==> src/rtl/uart_link.sv <==
`default_nettype none
// ============================================================================
// Module   : uart_link
// Purpose  : 8N1 UART with multi-byte word TX and FWFT byte FIFO on RX.
// Revision : 1.0
// ============================================================================
module uart_link #(
  parameter int CLK_HZ     = 100_000_000,
  parameter int BAUD       = 115_200,
  parameter int WORD_BYTES = 8,
  parameter int RX_DEPTH   = 16,
  localparam int LW        = $clog2(WORD_BYTES + 1)
) (
  input  logic                    CLK100MHZ,
  input  logic                    rst_n,
  input  logic                    rx_pin_in,
  output logic                    tx_pin_out,
  input  logic [8*WORD_BYTES-1:0] tx_word,
  input  logic [LW-1:0]           tx_len,
  input  logic                    tx_valid,
  output logic                    tx_ready,
  output logic [7:0]              rx_data,
  output logic                    rx_valid,
  input  logic                    rx_ready,
  output logic                    rx_frame_err,
  output logic                    rx_overflow
);

  localparam int             DIV      = CLK_HZ / BAUD;
  localparam int             CW       = $clog2(DIV);
  localparam int             AW       = $clog2(RX_DEPTH);
  localparam logic [CW-1:0]  BIT_END  = CW'(DIV - 1);
  localparam logic [CW-1:0]  HALF_END = CW'(DIV / 2 - 1);

  typedef enum logic [1:0] {IDLE, START, DATA, STOP} state_t;

  // ---------------------------------------------------------------- TX
  state_t                  tx_state_q, tx_state_d;
  logic [CW-1:0]           tx_cnt_q, tx_cnt_d;
  logic [2:0]              tx_bit_q, tx_bit_d;
  logic [8*WORD_BYTES-1:0] tx_word_q, tx_word_d;
  logic [LW-1:0]           tx_left_q, tx_left_d;
  logic                    tx_hold_q, tx_hold_d;
  logic [LW-1:0]           tx_len_clamped;
  logic                    tx_tick;

  assign tx_len_clamped = (tx_len > LW'(WORD_BYTES)) ? LW'(WORD_BYTES) : tx_len;
  assign tx_tick        = (tx_cnt_q == BIT_END);
  // tx_hold_q models the single busy cycle of a zero-length word
  assign tx_ready       = (tx_state_q == IDLE) && !tx_hold_q;

  always_comb begin
    tx_pin_out = 1'b1;
    case (tx_state_q)
      START:   tx_pin_out = 1'b0;
      DATA:    tx_pin_out = tx_word_q[0];
      default: tx_pin_out = 1'b1;
    endcase
  end

  always_comb begin
    tx_state_d = tx_state_q;
    tx_cnt_d   = tx_cnt_q;
    tx_bit_d   = tx_bit_q;
    tx_word_d  = tx_word_q;
    tx_left_d  = tx_left_q;
    tx_hold_d  = 1'b0;
    case (tx_state_q)
      IDLE: begin
        if (tx_valid && tx_ready) begin
          tx_word_d = tx_word;
          tx_left_d = tx_len_clamped;
          tx_cnt_d  = '0;
          tx_bit_d  = '0;
          if (tx_len_clamped != '0) tx_state_d = START;
          else                      tx_hold_d  = 1'b1;
        end
      end
      START: begin
        tx_cnt_d = tx_tick ? '0 : tx_cnt_q + CW'(1);
        if (tx_tick) tx_state_d = DATA;
      end
      DATA: begin
        tx_cnt_d = tx_tick ? '0 : tx_cnt_q + CW'(1);
        if (tx_tick) begin
          // shifting the whole word brings the next byte down to [7:0]
          tx_word_d = tx_word_q >> 1;
          if (tx_bit_q == 3'd7) begin
            tx_bit_d   = '0;
            tx_left_d  = tx_left_q - LW'(1);
            tx_state_d = STOP;
          end else begin
            tx_bit_d = tx_bit_q + 3'd1;
          end
        end
      end
      STOP: begin
        tx_cnt_d = tx_tick ? '0 : tx_cnt_q + CW'(1);
        if (tx_tick) tx_state_d = (tx_left_q != '0) ? START : IDLE;
      end
      default: tx_state_d = IDLE;
    endcase
  end

  always_ff @(posedge CLK100MHZ or negedge rst_n) begin
    if (!rst_n) begin
      tx_state_q <= IDLE;
      tx_cnt_q   <= '0;
      tx_bit_q   <= '0;
      tx_word_q  <= '0;
      tx_left_q  <= '0;
      tx_hold_q  <= 1'b0;
    end else begin
      tx_state_q <= tx_state_d;
      tx_cnt_q   <= tx_cnt_d;
      tx_bit_q   <= tx_bit_d;
      tx_word_q  <= tx_word_d;
      tx_left_q  <= tx_left_d;
      tx_hold_q  <= tx_hold_d;
    end
  end

  // ---------------------------------------------------------------- RX
  state_t        rx_state_q, rx_state_d;
  logic          rx_s1_q, rx_s2_q, rx_prev_q;
  logic [CW-1:0] rx_cnt_q, rx_cnt_d;
  logic [2:0]    rx_bit_q, rx_bit_d;
  logic [7:0]    rx_shift_q, rx_shift_d;
  logic          rx_ferr_q, rx_ferr_d;
  logic          rx_ovf_q, rx_ovf_d;
  logic          rx_push, rx_tick;

  assign rx_tick = (rx_cnt_q == BIT_END);

  always_comb begin
    rx_state_d = rx_state_q;
    rx_cnt_d   = rx_cnt_q;
    rx_bit_d   = rx_bit_q;
    rx_shift_d = rx_shift_q;
    rx_ferr_d  = 1'b0;
    rx_push    = 1'b0;
    case (rx_state_q)
      IDLE: begin
        // rx_prev_q resets low, so a line held low through reset is not a start
        if (rx_prev_q && !rx_s2_q) begin
          rx_state_d = START;
          rx_cnt_d   = '0;
        end
      end
      START: begin
        rx_cnt_d = rx_cnt_q + CW'(1);
        if (rx_cnt_q == HALF_END) begin
          rx_cnt_d   = '0;
          rx_bit_d   = '0;
          rx_state_d = rx_s2_q ? IDLE : DATA;
        end
      end
      DATA: begin
        rx_cnt_d = rx_tick ? '0 : rx_cnt_q + CW'(1);
        if (rx_tick) begin
          rx_shift_d = {rx_s2_q, rx_shift_q[7:1]};
          rx_bit_d   = rx_bit_q + 3'd1;
          if (rx_bit_q == 3'd7) rx_state_d = STOP;
        end
      end
      STOP: begin
        rx_cnt_d = rx_tick ? '0 : rx_cnt_q + CW'(1);
        if (rx_tick) begin
          rx_push    = rx_s2_q;
          rx_ferr_d  = !rx_s2_q;
          rx_state_d = IDLE;
        end
      end
      default: rx_state_d = IDLE;
    endcase
  end

  // ---------------------------------------------------------------- RX FIFO
  logic [7:0] mem_q [RX_DEPTH];
  logic [AW:0] wr_q, rd_q;
  logic        fifo_empty, fifo_full, fifo_pop, fifo_wr;

  assign fifo_empty = (wr_q == rd_q);
  assign fifo_full  = (wr_q[AW] != rd_q[AW]) && (wr_q[AW-1:0] == rd_q[AW-1:0]);
  assign fifo_pop   = !fifo_empty && rx_ready;
  // a simultaneous pop frees the slot the push lands in, even when full
  assign fifo_wr    = rx_push && (!fifo_full || fifo_pop);
  assign rx_ovf_d   = rx_push && fifo_full && !fifo_pop;

  assign rx_valid     = !fifo_empty;
  assign rx_data      = fifo_empty ? 8'h00 : mem_q[rd_q[AW-1:0]];
  assign rx_frame_err = rx_ferr_q;
  assign rx_overflow  = rx_ovf_q;

  always_ff @(posedge CLK100MHZ) begin
    if (fifo_wr) mem_q[wr_q[AW-1:0]] <= rx_shift_q;
  end

  always_ff @(posedge CLK100MHZ or negedge rst_n) begin
    if (!rst_n) begin
      rx_s1_q    <= 1'b0;
      rx_s2_q    <= 1'b0;
      rx_prev_q  <= 1'b0;
      rx_state_q <= IDLE;
      rx_cnt_q   <= '0;
      rx_bit_q   <= '0;
      rx_shift_q <= '0;
      rx_ferr_q  <= 1'b0;
      rx_ovf_q   <= 1'b0;
      wr_q       <= '0;
      rd_q       <= '0;
    end else begin
      rx_s1_q    <= rx_pin_in;
      rx_s2_q    <= rx_s1_q;
      rx_prev_q  <= rx_s2_q;
      rx_state_q <= rx_state_d;
      rx_cnt_q   <= rx_cnt_d;
      rx_bit_q   <= rx_bit_d;
      rx_shift_q <= rx_shift_d;
      rx_ferr_q  <= rx_ferr_d;
      rx_ovf_q   <= rx_ovf_d;
      if (fifo_wr)  wr_q <= wr_q + (AW+1)'(1);
      if (fifo_pop) rd_q <= rd_q + (AW+1)'(1);
    end
  end

endmodule
`default_nettype wire

==> config.mk <==
export PLATFORM = sky130hd
export DESIGN_NAME = uart_link
export DESIGN_NICKNAME = d
export VERILOG_FILES = /design/src/rtl/uart_link.sv
export SDC_FILE = /design/constraint.sdc
export NUM_CORES = 1
export LEC_CHECK = 0
export CAP_MARGIN = 20
export CORE_ASPECT_RATIO = 0.75
export CORE_MARGIN = 8
export CORE_UTILIZATION = 45
export CTS_BUF_LIST = sky130_fd_sc_hd__clkbuf_8
export CTS_CLUSTER_SIZE = 20
export DETAILED_ROUTE_END_ITERATION = 8
export PLACE_DENSITY = 0.75
export SYNTH_ARGS = -nofsm -noshare
export SYNTH_HDL_FRONTEND = slang
export SYNTH_SLANG_ARGS = --single-unit
==> constraint.sdc <==
create_clock -name CLK100MHZ -period 2.4 [get_ports CLK100MHZ]
set_clock_uncertainty 0.2 [all_clocks]
set_input_delay 0.48 -clock CLK100MHZ [delete_from_list [all_inputs] [get_ports CLK100MHZ]]
set_output_delay 0.48 -clock CLK100MHZ [all_outputs]
set_load 0.03 [all_outputs]
==> impl_metrics.env <==
export IMPL_top_layer_used="met4"
export IMPL_overflow=0
export IMPL_endpoint_kind="output port"
export IMPL_tightest_slew_ns=0.680
export IMPL_grt_pass1_wl_mm=41.4
export IMPL_crit_path_max_fanout=6
export IMPL_total_power_mw=11.6
export IMPL_io_buffer_count=85
export IMPL_rsz0062_at_grt="yes"
export IMPL_cpPeakStageDelay_ns=0.50
export IMPL_fin_nets=1035
export IMPL_cts_sinks=250
export IMPL_wl_met3_mm=1.33
export IMPL_ioPinCount=86
export IMPL_cellLeakagePower_nw=5.91
export IMPL_dr_first_iter_drc_count=453
export IMPL_seq_area_frac_synth_pct=60.2
export IMPL_final_cell_mix="mux2_2, edfxtp_1, dfrtp_1"
export IMPL_synthArstFlopShare_pct=48.8
export IMPL_numCtsBuffers=39
export IMPL_max_freq_mhz=335
export IMPL_crit_type="register to output port"
export IMPL_hold_path_class="register to register"
export IMPL_placed_cells=1221
export IMPL_hold_path_depth=0
export IMPL_pwr_density_cell_nw_per_um2=776
export IMPL_hold_viol_final=0
export IMPL_synth_flop_cell="edfxtp_1"
export IMPL_cp_data_arrival_time_ns=2.31
export IMPL_synth_seq_cells=250
export IMPL_maxCapViolCount=0
export IMPL_fin_crit_sh_pct=124
export IMPL_holdPathEnd="rx_s2_q$_DFF_PN0_"
export IMPL_die_w_microns=200
export IMPL_grt_max_degree=56
export IMPL_final_cells=1311
export IMPL_dp_hpwl_mm=17.2
export IMPL_antenna_found_initial=0
export IMPL_synth_area_sq_um=11400
export IMPL_switching_share_pct=28.2
export IMPL_via_per_inst=5.43
export IMPL_clk_pin_slew_ns=0.07
export IMPL_synth_edf_count=128
export IMPL_grt_usage_pct=16.5
export IMPL_p_int_mw=8.32
export IMPL_p_sw_mw=3.26
export IMPL_slew_viol_final=0
export IMPL_syn_nets=847
export IMPL_initial_core_util_pct=45.9
export IMPL_syn_instance_count=756
export IMPL_cts_htree_levels=2
export IMPL_path_cells="buf_12, buf_12, mux4_2, a211oi_2, buf_4, a211oi_4, buf_6"
export IMPL_relSlewSlack_pct=54.7
export IMPL_ff2ff_path_depth=9
export IMPL_cts_tree="built"
export IMPL_hp_start="rx_s1_q$_DFF_PN0_"
export IMPL_wl_met2_mm=11.9
export IMPL_areaGrowthSynthToFinish_pct=30.4
export IMPL_p_comb_share_pct=27.2
export IMPL_status="complete, but fails checks"
export IMPL_antenna_left=0
export IMPL_timing_rr_end="mem_q[9][7]$_DFFE_PP_"
export IMPL_rows=50
export IMPL_setup_viol=9
export IMPL_routabilityCongestion=0.852
export IMPL_final_common_cell="mux2_2"
export IMPL_timing_final_crit_period_ns=2.99
export IMPL_drc_errors=0
export IMPL_setup_ws_ns=-0.587
export IMPL_grt_pass1_vias=7617
export IMPL_antenna_diode_count=0
export IMPL_ir_drop_mv=0.609
export IMPL_fp_coreArea_sq_um=25000
export IMPL_r2r_slack_ns=0.01
export IMPL_yosysUniqueCellTypes=64
export IMPL_post_place_ws_ns=-0.570
export IMPL_crit_path_start_kind="register"
export IMPL_r2r_start="rd_q[0]$_DFFE_PN0P_"
export IMPL_cp_required_ns=1.72
export IMPL_clk_path_buf_depth=3
export IMPL_root_buffer="clkbuf_8"
export IMPL_fin_hold_ws_ns=0.159
export IMPL_wl_per_cell_microns=19.7
export IMPL_syn_mean_instance_area_sq_um=15.1
export IMPL_insertion_delay_ns=0.52
export IMPL_yosys_warnings=0
export IMPL_cp_common_cell="buf_12"
export IMPL_pwr_share_seq_pct=41.0
export IMPL_fin_setup_tns_ns=-4.82
export IMPL_die_h_microns=154
export IMPL_drt_wl_total_mm=25.8
export IMPL_drt_first_pass_iters=5
export IMPL_wl_met1_mm=12.3
export IMPL_die_area_sq_um=30900
export IMPL_drive_above_1_share_pct=41.3
export IMPL_clockPowerShare_pct=31.8
export IMPL_violations="setup timing"
export IMPL_crit_slowest_cell="mux4_2"
export IMPL_vias=7124
==> critical path: cells and delay by family, from the launching register on <==
family,cells,cell delay [ns]
buf+inv,4,0.59
flops,1,0.46
mux,1,0.50
compound gates,2,0.23
==> power groups by stage <==
stage	logic, mW	registers, mW	clock network (mW)
floorplan	1.66	4.78	0
global placement	2.77	4.81	0
detailed placement	2.83	4.82	0
CTS	3.13	4.74	3.76
global route	3.36	4.76	3.95
finish	3.16	4.75	3.69
==> layer usage <==
| metal | GRT usage (%) | vias to the layer above |
|---|---|---|
| li1 | - | 3292 |
| met1 | 23.3 | 3619 |
| met2 | 25.9 | 188 |
| met3 | 3.53 | 25 |
| met4 | 3.84 | 0 |
| met5 | 0 | - |
==> through the flow <==
stage,util (%),area (sq um)
2_1_floorplan,-,11600
3_3_place_gp,54.3,13500
3_5_place_dp,54.3,13500
4_1_cts,59.3,14800
5_1_grt,59.8,14900
6_report,59.8,14900
==> synthesized netlist by cell type, types with 9 or more instances <==
cell | number | area [sq um]
xor2_1 | 11 | 96.3
mux2i_1 | 12 | 120
nand3_1 | 12 | 60.1
buf_2 | 9 | 45.0
clkbuf_1 | 19 | 71.3
a211oi_1 | 18 | 135
dfrtp_1 | 122 | 3050
edfxtp_1 | 128 | 3840
ha_1 | 18 | 225
nor3_1 | 10 | 50.1
mux2_2 | 133 | 1500
and3_1 | 21 | 131
nand2_1 | 37 | 139
inv_1 | 15 | 56.3
o21ai_0 | 17 | 85.1
nor2_1 | 10 | 37.5
mux4_2 | 32 | 721
nor2b_1 | 17 | 106
==> layout make-up <==
cell class	count	area [sq um]
Fill cell	1852	10000
Sequential cell	250	6900
Clock buffer	49	674
Timing Repair Buffer	186	2030
Inverter	15	58.8
Clock inverter	21	135
Multi-Input combinational cell	452	4710
Tap cell	338	423
==> worst max-delay path by stage <==
stage / from / endpoint / slack (ns) / cells past startpoint
6_report: rd_q[0]$_DFFE_PN0P_ / rx_data[3] / -0.59 / 7
5_1_grt: rd_q[0]$_DFFE_PN0P_ / rx_data[3] / -0.68 / 7
4_1_cts: rd_q[0]$_DFFE_PN0P_ / rx_data[7] / -0.63 / 6
3_5_place_dp: rd_q[0]$_DFFE_PN0P_ / rx_data[7] / -0.57 / 7
3_3_place_gp: rd_q[0]$_DFFE_PN0P_ / rx_data[7] / -0.57 / 7
2_1_floorplan: wr_q[2]$_DFFE_PN0P_ / rx_data[0] / -0.06 / 6
==> repair_timing <==
action | CTS | global route
gates cloned | 3 | 1
hold buffers | 1 | 0
resized for setup | 120 | 15
pin swaps | 20 | 7
endpoints found under the hold margin | 25 | 0
endpoints found under the setup margin | 51 | 183
buffers inserted | 9 | 8
==> sequential cells by signal, indices dropped and copies added (netlist names), 2 cells and up, named ones only <==
name,cells
mem_q,128
rx_bit_q,3
rd_q,5
tx_bit_q,3
tx_state_q,2
tx_left_q,4
tx_word_q,64
rx_cnt_q,10
tx_cnt_q,10
rx_shift_q,8
wr_q,5
==> logic make-up (layout without fill, tap and decap cells) <==
logic type      count (synthesis)  count (layout)  synth area share, %
buf+inv                        54             271                 2.36
xor+xnor                       16              16                 1.22
simple gates                  145             145                 7.34
compound gates                 90              90                 5.85
flops                         250             250                 60.2
fa+ha+maj                      18              18                 1.97
mux                           183             183                 21.0
(Power assumes the default switching activity.)
